==> src/rtl/pe_array_stu_arb_pkg.sv <==
// pe_array_stu_arb_pkg: shared definitions for the PE array upstream Stack Bus
// concentrator (cntl encodings, arbiter states, default widths, cntl helpers).
package pe_array_stu_arb_pkg;

  // Stack Bus cntl encodings: bit 0 marks a packet start, bit 1 a packet end.
  localparam logic [1:0] PE_ARRAY_STU_CNTL_MOM     = 2'b00;
  localparam logic [1:0] PE_ARRAY_STU_CNTL_SOM     = 2'b01;
  localparam logic [1:0] PE_ARRAY_STU_CNTL_EOM     = 2'b10;
  localparam logic [1:0] PE_ARRAY_STU_CNTL_SOM_EOM = 2'b11;

  // Arbiter states.
  typedef enum logic [0:0] {
    ARB_IDLE   = 1'b0,
    ARB_LOCKED = 1'b1
  } arb_state_e;

  // Default widths.
  localparam int PE_ARRAY_STU_NUM_CH_DEF     = 16;
  localparam int PE_ARRAY_STU_FIFO_DEPTH_DEF = 4;
  localparam int PE_ARRAY_STU_TYPE_W_DEF     = 2;
  localparam int PE_ARRAY_STU_DATA_W_DEF     = 64;
  localparam int PE_ARRAY_STU_OOB_W_DEF      = 32;

  // True for SOM and SOM_EOM, the two encodings that open a packet.
  function automatic logic cntl_is_start(input logic [1:0] cntl);
    return cntl[0];
  endfunction

endpackage

==> src/rtl/pe_array_stu_fifo.sv <==
// pe_array_stu_fifo: single-channel synchronous FIFO with registered
// full/empty flags and occupancy. full_nxt exposes next-cycle fullness so the
// parent can register its ready without a path from the incoming valid.
module pe_array_stu_fifo #(
  parameter int DEPTH = 4,
  parameter int WIDTH = 8
) (
  input  logic             clk,
  input  logic             rst_n,
  input  logic             push,
  input  logic             pop,
  input  logic [WIDTH-1:0] wdata,
  output logic [WIDTH-1:0] rdata,
  output logic             empty,
  output logic             full_nxt
);

  localparam int PTR_W = $clog2(DEPTH);
  localparam logic [PTR_W:0] FULL_CNT = (PTR_W+1)'(DEPTH);

  logic [WIDTH-1:0] mem_r [DEPTH];
  logic [PTR_W-1:0] wr_ptr_r;
  logic [PTR_W-1:0] rd_ptr_r;
  logic [PTR_W:0]   count_r;
  logic [PTR_W:0]   count_nxt_s;
  logic             full_r;
  logic             empty_r;
  logic             do_push_s;
  logic             do_pop_s;

  assign do_push_s = push & ~full_r;
  assign do_pop_s  = pop & ~empty_r;
  assign rdata     = mem_r[rd_ptr_r];
  assign empty     = empty_r;
  assign full_nxt  = (count_nxt_s == FULL_CNT);

  // Next occupancy from this cycle's accepted push/pop.
  always_comb begin
    count_nxt_s = count_r;
    if (do_push_s && !do_pop_s) begin
      count_nxt_s = count_r + 1'b1;
    end else if (!do_push_s && do_pop_s) begin
      count_nxt_s = count_r - 1'b1;
    end else begin
      count_nxt_s = count_r;
    end
  end

  // Entry storage; contents are only observed while the FIFO is non-empty.
  always_ff @(posedge clk) begin
    if (do_push_s) begin
      mem_r[wr_ptr_r] <= wdata;
    end
  end

  // Pointers wrap naturally modulo DEPTH; flags registered from next occupancy.
  always_ff @(posedge clk or negedge rst_n) begin
    if (!rst_n) begin
      wr_ptr_r <= '0;
      rd_ptr_r <= '0;
      count_r  <= '0;
      full_r   <= 1'b0;
      empty_r  <= 1'b1;
    end else begin
      if (do_push_s) begin
        wr_ptr_r <= wr_ptr_r + 1'b1;
      end
      if (do_pop_s) begin
        rd_ptr_r <= rd_ptr_r + 1'b1;
      end
      count_r <= count_nxt_s;
      full_r  <= (count_nxt_s == FULL_CNT);
      empty_r <= (count_nxt_s == '0);
    end
  end

endmodule

==> src/rtl/pe_array_stu_arb.sv <==
// pe_array_stu_arb: merges NUM_CH per-PE upstream Stack Bus interfaces onto
// one port through per-channel FIFOs and a packet-atomic round-robin arbiter,
// and produces the registered array-wide synchronisation barrier.
// Optional feature: define PE_ARRAY_STU_ARB_OOB_EN to carry OOB data through
// the FIFOs; otherwise arb__stu__oob_data is tied to 0.
module pe_array_stu_arb
  import pe_array_stu_arb_pkg::*;
#(
  parameter int NUM_CH     = PE_ARRAY_STU_NUM_CH_DEF,
  parameter int FIFO_DEPTH = PE_ARRAY_STU_FIFO_DEPTH_DEF,
  parameter int TYPE_W     = PE_ARRAY_STU_TYPE_W_DEF,
  parameter int DATA_W     = PE_ARRAY_STU_DATA_W_DEF,
  parameter int OOB_W      = PE_ARRAY_STU_OOB_W_DEF
) (
  input  logic                        clk,
  input  logic                        reset_poweron,
  input  logic [NUM_CH-1:0]           ch_enable,
  input  logic [NUM_CH-1:0]           pe__stu__valid,
  input  logic [2*NUM_CH-1:0]         pe__stu__cntl,
  output logic [NUM_CH-1:0]           stu__pe__ready,
  input  logic [TYPE_W*NUM_CH-1:0]    pe__stu__type,
  input  logic [DATA_W*NUM_CH-1:0]    pe__stu__data,
  input  logic [OOB_W*NUM_CH-1:0]     pe__stu__oob_data,
  output logic                        arb__stu__valid,
  output logic [1:0]                  arb__stu__cntl,
  input  logic                        stu__arb__ready,
  output logic [TYPE_W-1:0]           arb__stu__type,
  output logic [DATA_W-1:0]           arb__stu__data,
  output logic [OOB_W-1:0]            arb__stu__oob_data,
  output logic [$clog2(NUM_CH)-1:0]   arb__stu__peId,
  input  logic [NUM_CH-1:0]           pe__sys__thisSynchronized,
  output logic                        sys__pe__allSynchronized,
  output logic                        arb__sys__protoErr
);

  localparam int ID_W = $clog2(NUM_CH);
`ifdef PE_ARRAY_STU_ARB_OOB_EN
  localparam int ENTRY_W = 2 + TYPE_W + DATA_W + OOB_W;
`else
  localparam int ENTRY_W = 2 + TYPE_W + DATA_W;
`endif

  logic [ENTRY_W-1:0] head_s [NUM_CH];
  logic [NUM_CH-1:0]  empty_s;
  logic [NUM_CH-1:0]  full_nxt_s;
  logic [NUM_CH-1:0]  push_s;
  logic [NUM_CH-1:0]  pop_s;
  logic [NUM_CH-1:0]  req_s;
  logic [NUM_CH-1:0]  ready_r;

  arb_state_e         state_r;
  logic [ID_W-1:0]    last_grant_r;
  logic [ID_W-1:0]    lock_ch_r;

  logic               out_free_s;
  logic               win_found_s;
  logic [ID_W-1:0]    win_idx_s;
  int                 scan_idx_s;
  logic               pop_en_s;
  logic [ID_W-1:0]    sel_idx_s;
  logic [ENTRY_W-1:0] sel_head_s;
  logic [1:0]         sel_cntl_s;
  logic [TYPE_W-1:0]  sel_type_s;
  logic [DATA_W-1:0]  sel_data_s;

  logic               out_valid_r;
  logic [1:0]         out_cntl_r;
  logic [TYPE_W-1:0]  out_type_r;
  logic [DATA_W-1:0]  out_data_r;
  logic [ID_W-1:0]    out_id_r;
  logic               proto_err_r;
  logic               all_sync_r;

  assign push_s = pe__stu__valid & ready_r;

  // Per-channel FIFOs; each entry is {cntl, type, data[, oob]}.
  for (genvar g = 0; g < NUM_CH; g++) begin : g_ch
    logic [ENTRY_W-1:0] wdata_s;
`ifdef PE_ARRAY_STU_ARB_OOB_EN
    assign wdata_s = {pe__stu__cntl[g*2 +: 2], pe__stu__type[g*TYPE_W +: TYPE_W],
                      pe__stu__data[g*DATA_W +: DATA_W], pe__stu__oob_data[g*OOB_W +: OOB_W]};
`else
    assign wdata_s = {pe__stu__cntl[g*2 +: 2], pe__stu__type[g*TYPE_W +: TYPE_W],
                      pe__stu__data[g*DATA_W +: DATA_W]};
`endif
    pe_array_stu_fifo #(
      .DEPTH (FIFO_DEPTH),
      .WIDTH (ENTRY_W)
    ) u_fifo (
      .clk      (clk),
      .rst_n    (reset_poweron),
      .push     (push_s[g]),
      .pop      (pop_s[g]),
      .wdata    (wdata_s),
      .rdata    (head_s[g]),
      .empty    (empty_s[g]),
      .full_nxt (full_nxt_s[g])
    );
  end

  // Round-robin scan starting after last_grant; disabled channels never request.
  always_comb begin
    req_s       = ch_enable & ~empty_s;
    win_found_s = 1'b0;
    win_idx_s   = '0;
    scan_idx_s  = 0;
    for (int off = 1; off <= NUM_CH; off++) begin
      scan_idx_s = int'(last_grant_r) + off;
      if (scan_idx_s >= NUM_CH) begin
        scan_idx_s = scan_idx_s - NUM_CH;
      end else begin
        scan_idx_s = scan_idx_s;
      end
      if (!win_found_s && req_s[scan_idx_s]) begin
        win_found_s = 1'b1;
        win_idx_s   = scan_idx_s[ID_W-1:0];
      end else begin
        win_found_s = win_found_s;
      end
    end
  end

  // Pop selection: winner in IDLE, only the locked channel while LOCKED.
  always_comb begin
    out_free_s = ~out_valid_r | stu__arb__ready;
    pop_en_s   = 1'b0;
    sel_idx_s  = win_idx_s;
    pop_s      = '0;
    case (state_r)
      ARB_IDLE: begin
        sel_idx_s = win_idx_s;
        pop_en_s  = out_free_s & win_found_s;
      end
      ARB_LOCKED: begin
        sel_idx_s = lock_ch_r;
        pop_en_s  = out_free_s & ~empty_s[lock_ch_r];
      end
      default: begin
        sel_idx_s = win_idx_s;
        pop_en_s  = 1'b0;
      end
    endcase
    if (pop_en_s) begin
      pop_s[sel_idx_s] = 1'b1;
    end else begin
      pop_s = '0;
    end
  end

  assign sel_head_s = head_s[sel_idx_s];
  assign sel_cntl_s = sel_head_s[ENTRY_W-1 -: 2];
  assign sel_type_s = sel_head_s[ENTRY_W-3 -: TYPE_W];
  assign sel_data_s = sel_head_s[ENTRY_W-3-TYPE_W -: DATA_W];

  // Arbiter FSM: packet lock, round-robin pointer and sticky protocol error.
  always_ff @(posedge clk or negedge reset_poweron) begin
    if (!reset_poweron) begin
      state_r      <= ARB_IDLE;
      last_grant_r <= ID_W'(NUM_CH - 1);
      lock_ch_r    <= '0;
      proto_err_r  <= 1'b0;
    end else if (pop_en_s) begin
      case (state_r)
        ARB_IDLE: begin
          last_grant_r <= sel_idx_s;
          if (sel_cntl_s == PE_ARRAY_STU_CNTL_SOM) begin
            state_r   <= ARB_LOCKED;
            lock_ch_r <= sel_idx_s;
          end else if (sel_cntl_s != PE_ARRAY_STU_CNTL_SOM_EOM) begin
            // Stray MOM/EOM: forwarded as a single-word packet and flagged.
            proto_err_r <= 1'b1;
          end
        end
        ARB_LOCKED: begin
          if (sel_cntl_s == PE_ARRAY_STU_CNTL_EOM) begin
            state_r <= ARB_IDLE;
          end else if (cntl_is_start(sel_cntl_s)) begin
            proto_err_r <= 1'b1;
          end
        end
        default: begin
          state_r <= ARB_IDLE;
        end
      endcase
    end
  end

  // Output register: loaded on pop, held under backpressure, cleared on drain.
  always_ff @(posedge clk or negedge reset_poweron) begin
    if (!reset_poweron) begin
      out_valid_r <= 1'b0;
      out_cntl_r  <= 2'b00;
      out_type_r  <= '0;
      out_data_r  <= '0;
      out_id_r    <= '0;
    end else if (pop_en_s) begin
      out_valid_r <= 1'b1;
      out_cntl_r  <= sel_cntl_s;
      out_type_r  <= sel_type_s;
      out_data_r  <= sel_data_s;
      out_id_r    <= sel_idx_s;
    end else if (stu__arb__ready) begin
      out_valid_r <= 1'b0;
    end
  end

  // Registered per-channel ready and array-wide barrier.
  always_ff @(posedge clk or negedge reset_poweron) begin
    if (!reset_poweron) begin
      ready_r    <= '0;
      all_sync_r <= 1'b0;
    end else begin
      ready_r    <= ch_enable & ~full_nxt_s;
      all_sync_r <= &(pe__sys__thisSynchronized | ~ch_enable);
    end
  end

`ifdef PE_ARRAY_STU_ARB_OOB_EN
  logic [OOB_W-1:0] out_oob_r;

  // OOB field travels with its word through the output register.
  always_ff @(posedge clk or negedge reset_poweron) begin
    if (!reset_poweron) begin
      out_oob_r <= '0;
    end else if (pop_en_s) begin
      out_oob_r <= sel_head_s[OOB_W-1:0];
    end
  end

  assign arb__stu__oob_data = out_oob_r;
`else
  logic oob_unused_s;
  assign oob_unused_s       = ^pe__stu__oob_data;
  assign arb__stu__oob_data = '0;
`endif

  assign stu__pe__ready           = ready_r;
  assign arb__stu__valid          = out_valid_r;
  assign arb__stu__cntl           = out_cntl_r;
  assign arb__stu__type           = out_type_r;
  assign arb__stu__data           = out_data_r;
  assign arb__stu__peId           = out_id_r;
  assign sys__pe__allSynchronized = all_sync_r;
  assign arb__sys__protoErr       = proto_err_r;

endmodule
==> config.mk <==
export PLATFORM = sky130hd
export DESIGN_NAME = pe_array_stu_arb
export DESIGN_NICKNAME = d
export VERILOG_FILES = /design/src/rtl/pe_array_stu_arb_pkg.sv /design/src/rtl/pe_array_stu_fifo.sv /design/src/rtl/pe_array_stu_arb.sv
export SDC_FILE = /design/constraint.sdc
export NUM_CORES = 2
export LEC_CHECK = 0
export BUFFER_PORTS_ARGS = -buffer_cell sky130_fd_sc_hd__clkbuf_2
export CAP_MARGIN = 20
export CORE_AREA = 2 2 701 703
export CTS_BUF_LIST = sky130_fd_sc_hd__clkbuf_8
export CTS_CLUSTER_SIZE = 14
export DETAILED_ROUTE_END_ITERATION = 7
export DIE_AREA = 0 0 703 705
export GPL_TIMING_DRIVEN = 0
export SKIP_CTS_REPAIR_TIMING = 1
export SYNTH_ARGS = -nofsm -noshare
export SYNTH_HDL_FRONTEND = slang
export SYNTH_HIERARCHICAL = 1
export SYNTH_MEMORY_MAX_BITS = 65536
export SYNTH_SLANG_ARGS = --single-unit
==> constraint.sdc <==
create_clock -name clk -period 12.1 [get_ports clk]
set_clock_uncertainty 0.2 [all_clocks]
set_input_delay 2.42 -clock clk [delete_from_list [all_inputs] [get_ports clk]]
set_output_delay 2.42 -clock clk [all_outputs]
set_load 0.02 [all_outputs]
==> results.ini <==
[setup_path]
r2r_start=last_grant_r[0]
worst-path-stages=26
max_stage_delay_ps=870
path_max_fanout=10
rrSetupSlack_ps=1540
critPathLaunch=last_grant_r[0]
crit_required_ps=12990
cp-endpoint=stu__pe__ready[10]
crit_arrival_ps=11450
critical_path.top_delay_family=buffers and inverters
r2r-end=stu__pe__ready[10]
start_kind=register
criticalPathCategory=register to register
critical-path-slowest-cell=clkbuf_1
crit_buf_inv=10
reg2reg_depth=26
cp-end-kind=register

[clock_tree]
cts_tree=done
cts-root-buf=clkbuf_8
h-tree-depth=6
clockBufferDepth=4
worst_skew_pair.late_latency_ps=1330
clk_pin_slew_ps=60
clock-sinks=4596
cts-buffers-inserted=745

[sta]
rsz0062_at_grt=false
max_freq_ghz=0.09468
holdWs_ps=259.2
fin_setup_tns_ps=0
fin_crit_ps=10560
maxSlewViolCount=0
setup_viol=0
worst_pin_slew_ps=1321
finalCritPeriodShare=0.8729
slew_headroom=0.09389
hold_viol=0

[outcome]
status=finished clean

[routing]
dr.pass1.iters=5
drc=0
drtIter0Drc=10980
wl_per_cell_um=36.96
vias=95280
vias_per_cell=5.504
drt-total-wl_um=639700
ant_nets=0

[logic_synthesis]
synth.area.top_cells=edfxtp_1, mux4_2, dfrtp_1, ha_1, mux2_2
synth-seq-cells=4596
synth_top_family_by_area=multiplexers
synth-edff-count=4352
ys_warn_count=6
synth.top_cell.area_share=0.7217
avgSynthCellArea_um2=23.08
synth_compound_area_frac=0.01337
yosys.area.top_type=edfxtp_1
synthCells=7846
synthDistinctLibCells=88
yosys-mux-area-fraction=0.1833
synthSimpleGateAreaFrac=0.02080
async_flop_share=0.05309
synth-xor-area-share=0.004719
synth_seq_area_share=0.7556
netlist_area_um2=181100
synth_fa_ha_area_frac=0.007117
ys.flop_type=edfxtp_1

[floorplan]
initial_core_util=0.3710
core_um2=488100
die-area_um2=495600
chipHeight_um=705
rows=257
io_pins=1774
die_x_um=703

[final_layout]
finalNetCount=11730
layout-drive-gt1-share=0.4031
layout_common_cells=edfxtp_1, mux4_2, clkbuf_2
final_common_cell=edfxtp_1
area_delta_synth_final_pct=17.78

[global_routing]
grt_pass1_wl_um=843000
track_usage=0.2533
grt_max_degree=84
grt_pass1_vias=96710
antenna_found_initial=439
grt-ovfl-total=0

[worst_hold_path]
min_from=arb__sys__protoErr
min_path_type=register to register

[placement]
hpwl_um=472300
gp_congestion=0.8969
port_buffers=1229

[job]
cap_violations=0

==> per-stage QoR <==
stage	std cells	instance area (µm²)	setup slack [ps]	utilization
floorplan	7877	181200	4902	-
global placement	15580	195400	730.1	0.4004
detailed placement	15690	198000	1087	0.4056
global route	17150	212900	1233	0.4361
finish	17310	213300	1538	0.4369
CTS	17050	212600	1386	0.4355
==> cell type report <==
class,instances,area (µm²)
Multi-Input combinational cell,2749,41870
Inverter,97,364.1
Buffer,435,2374
Fill cell,41850,274900
Sequential cell,4596,136800
Tap cell,6475,8102
Timing Repair Buffer,1348,8549
Antenna cell,255,638.1
Clock buffer,775,10670
Clock inverter,579,3892
==> kinds of logic (layout without fill, tap and decap cells) <==
| kind of cell | Yosys count | after routing |
|---|---|---|
| other | 1 | 287 |
| flip-flops | 4596 | 4596 |
| AO/OA/AOI/OAI | 349 | 349 |
| multiplexers | 1558 | 1558 |
| buffers and inverters | 532 | 3234 |
| XOR/XNOR | 95 | 95 |
| AND/OR/NAND/NOR | 612 | 612 |
| adder cells (fa/ha/maj) | 103 | 103 |
==> sequential cells by signal (all words and copies together), names as in the netlist <==
name	count
g_ch.u_fifo/empty	16
g_ch.u_fifo/mem_r	4352
last_grant_r	4
g_ch.u_fifo/wr_ptr_r	32
arb__stu__valid	1
arb__stu__peId	4
arb__stu__type	2
sys__pe__allSynchronized	1
stu__pe__ready	16
arb__stu__cntl	2
lock_ch_r	4
g_ch.u_fifo/full_r	16
state_r	1
arb__stu__data	64
g_ch.u_fifo/rd_ptr_r	32
g_ch.u_fifo/count_r	48
arb__sys__protoErr	1
==> how the worst min path moves through the flow <==
stage	endpoint	cells past startpoint
2_1_floorplan	g_ch[0].u_fifo/count_r[0]	1
3_3_place_gp	arb__sys__protoErr	1
3_5_place_dp	arb__sys__protoErr	1
4_1_cts	arb__sys__protoErr	1
5_1_grt	arb__sys__protoErr	1
6_report	arb__sys__protoErr	1
==> metal layers <==
metal	wire, µm	vias to the layer above	GRT usage	part of all wire
met4	28510	286	0.1042	0.045
met5	1818	-	0	0.0028
li1	-	37930	-	-
met2	313000	4927	0.4183	0.49
met1	223300	50730	0.2945	0.35
met3	72970	1410	0.09997	0.11
==> synthesized netlist by cell type (17+ instances only) <==
cell and n:
a211oi_1 83, buf_6 37, nor2b_1 23, xnor2_1 89, mux2i_1 80, buf_4 37, a211oi_2 18, inv_1 94
buf_2 173, nand2_1 72, mux4_2 1386, a21boi_0 17, clkbuf_1 174, dfstp_2 20, nor2_1 123, a21oi_1 94
o21ai_0 49, nor3_1 37, nor3b_1 22, and3_1 19, nand2b_1 20, edfxtp_1 4352, nor2_2 17, ha_1 103
and2_1 84, dfrtp_1 224, mux2_2 78, and2_2 64
==> worst register-to-register path: stages, from the launching register on <==
cell	delay [ps]
dfstp_2	550
buf_6	140
buf_12	150
buf_8	160
buf_6	150
clkinv_1	340
ha_1	460
clkbuf_2	260
clkbuf_1	600
a2111oi_0	180
nor4_2	850
mux2i_4	250
nand4_4	260
nor4_2	120
nand2_1	100
o31ai_1	140
buf_4	220
a21oi_2	630
clkbuf_1	740
clkbuf_1	870
nand3_1	720
nor2_1	410
and2b_1	410
nor2_1	130
or4_4	450
a211oi_2	790
nor2_1	80
Power is not shown: default switching activity piles up to over one toggle a cycle in this logic, so the estimate is an artifact.
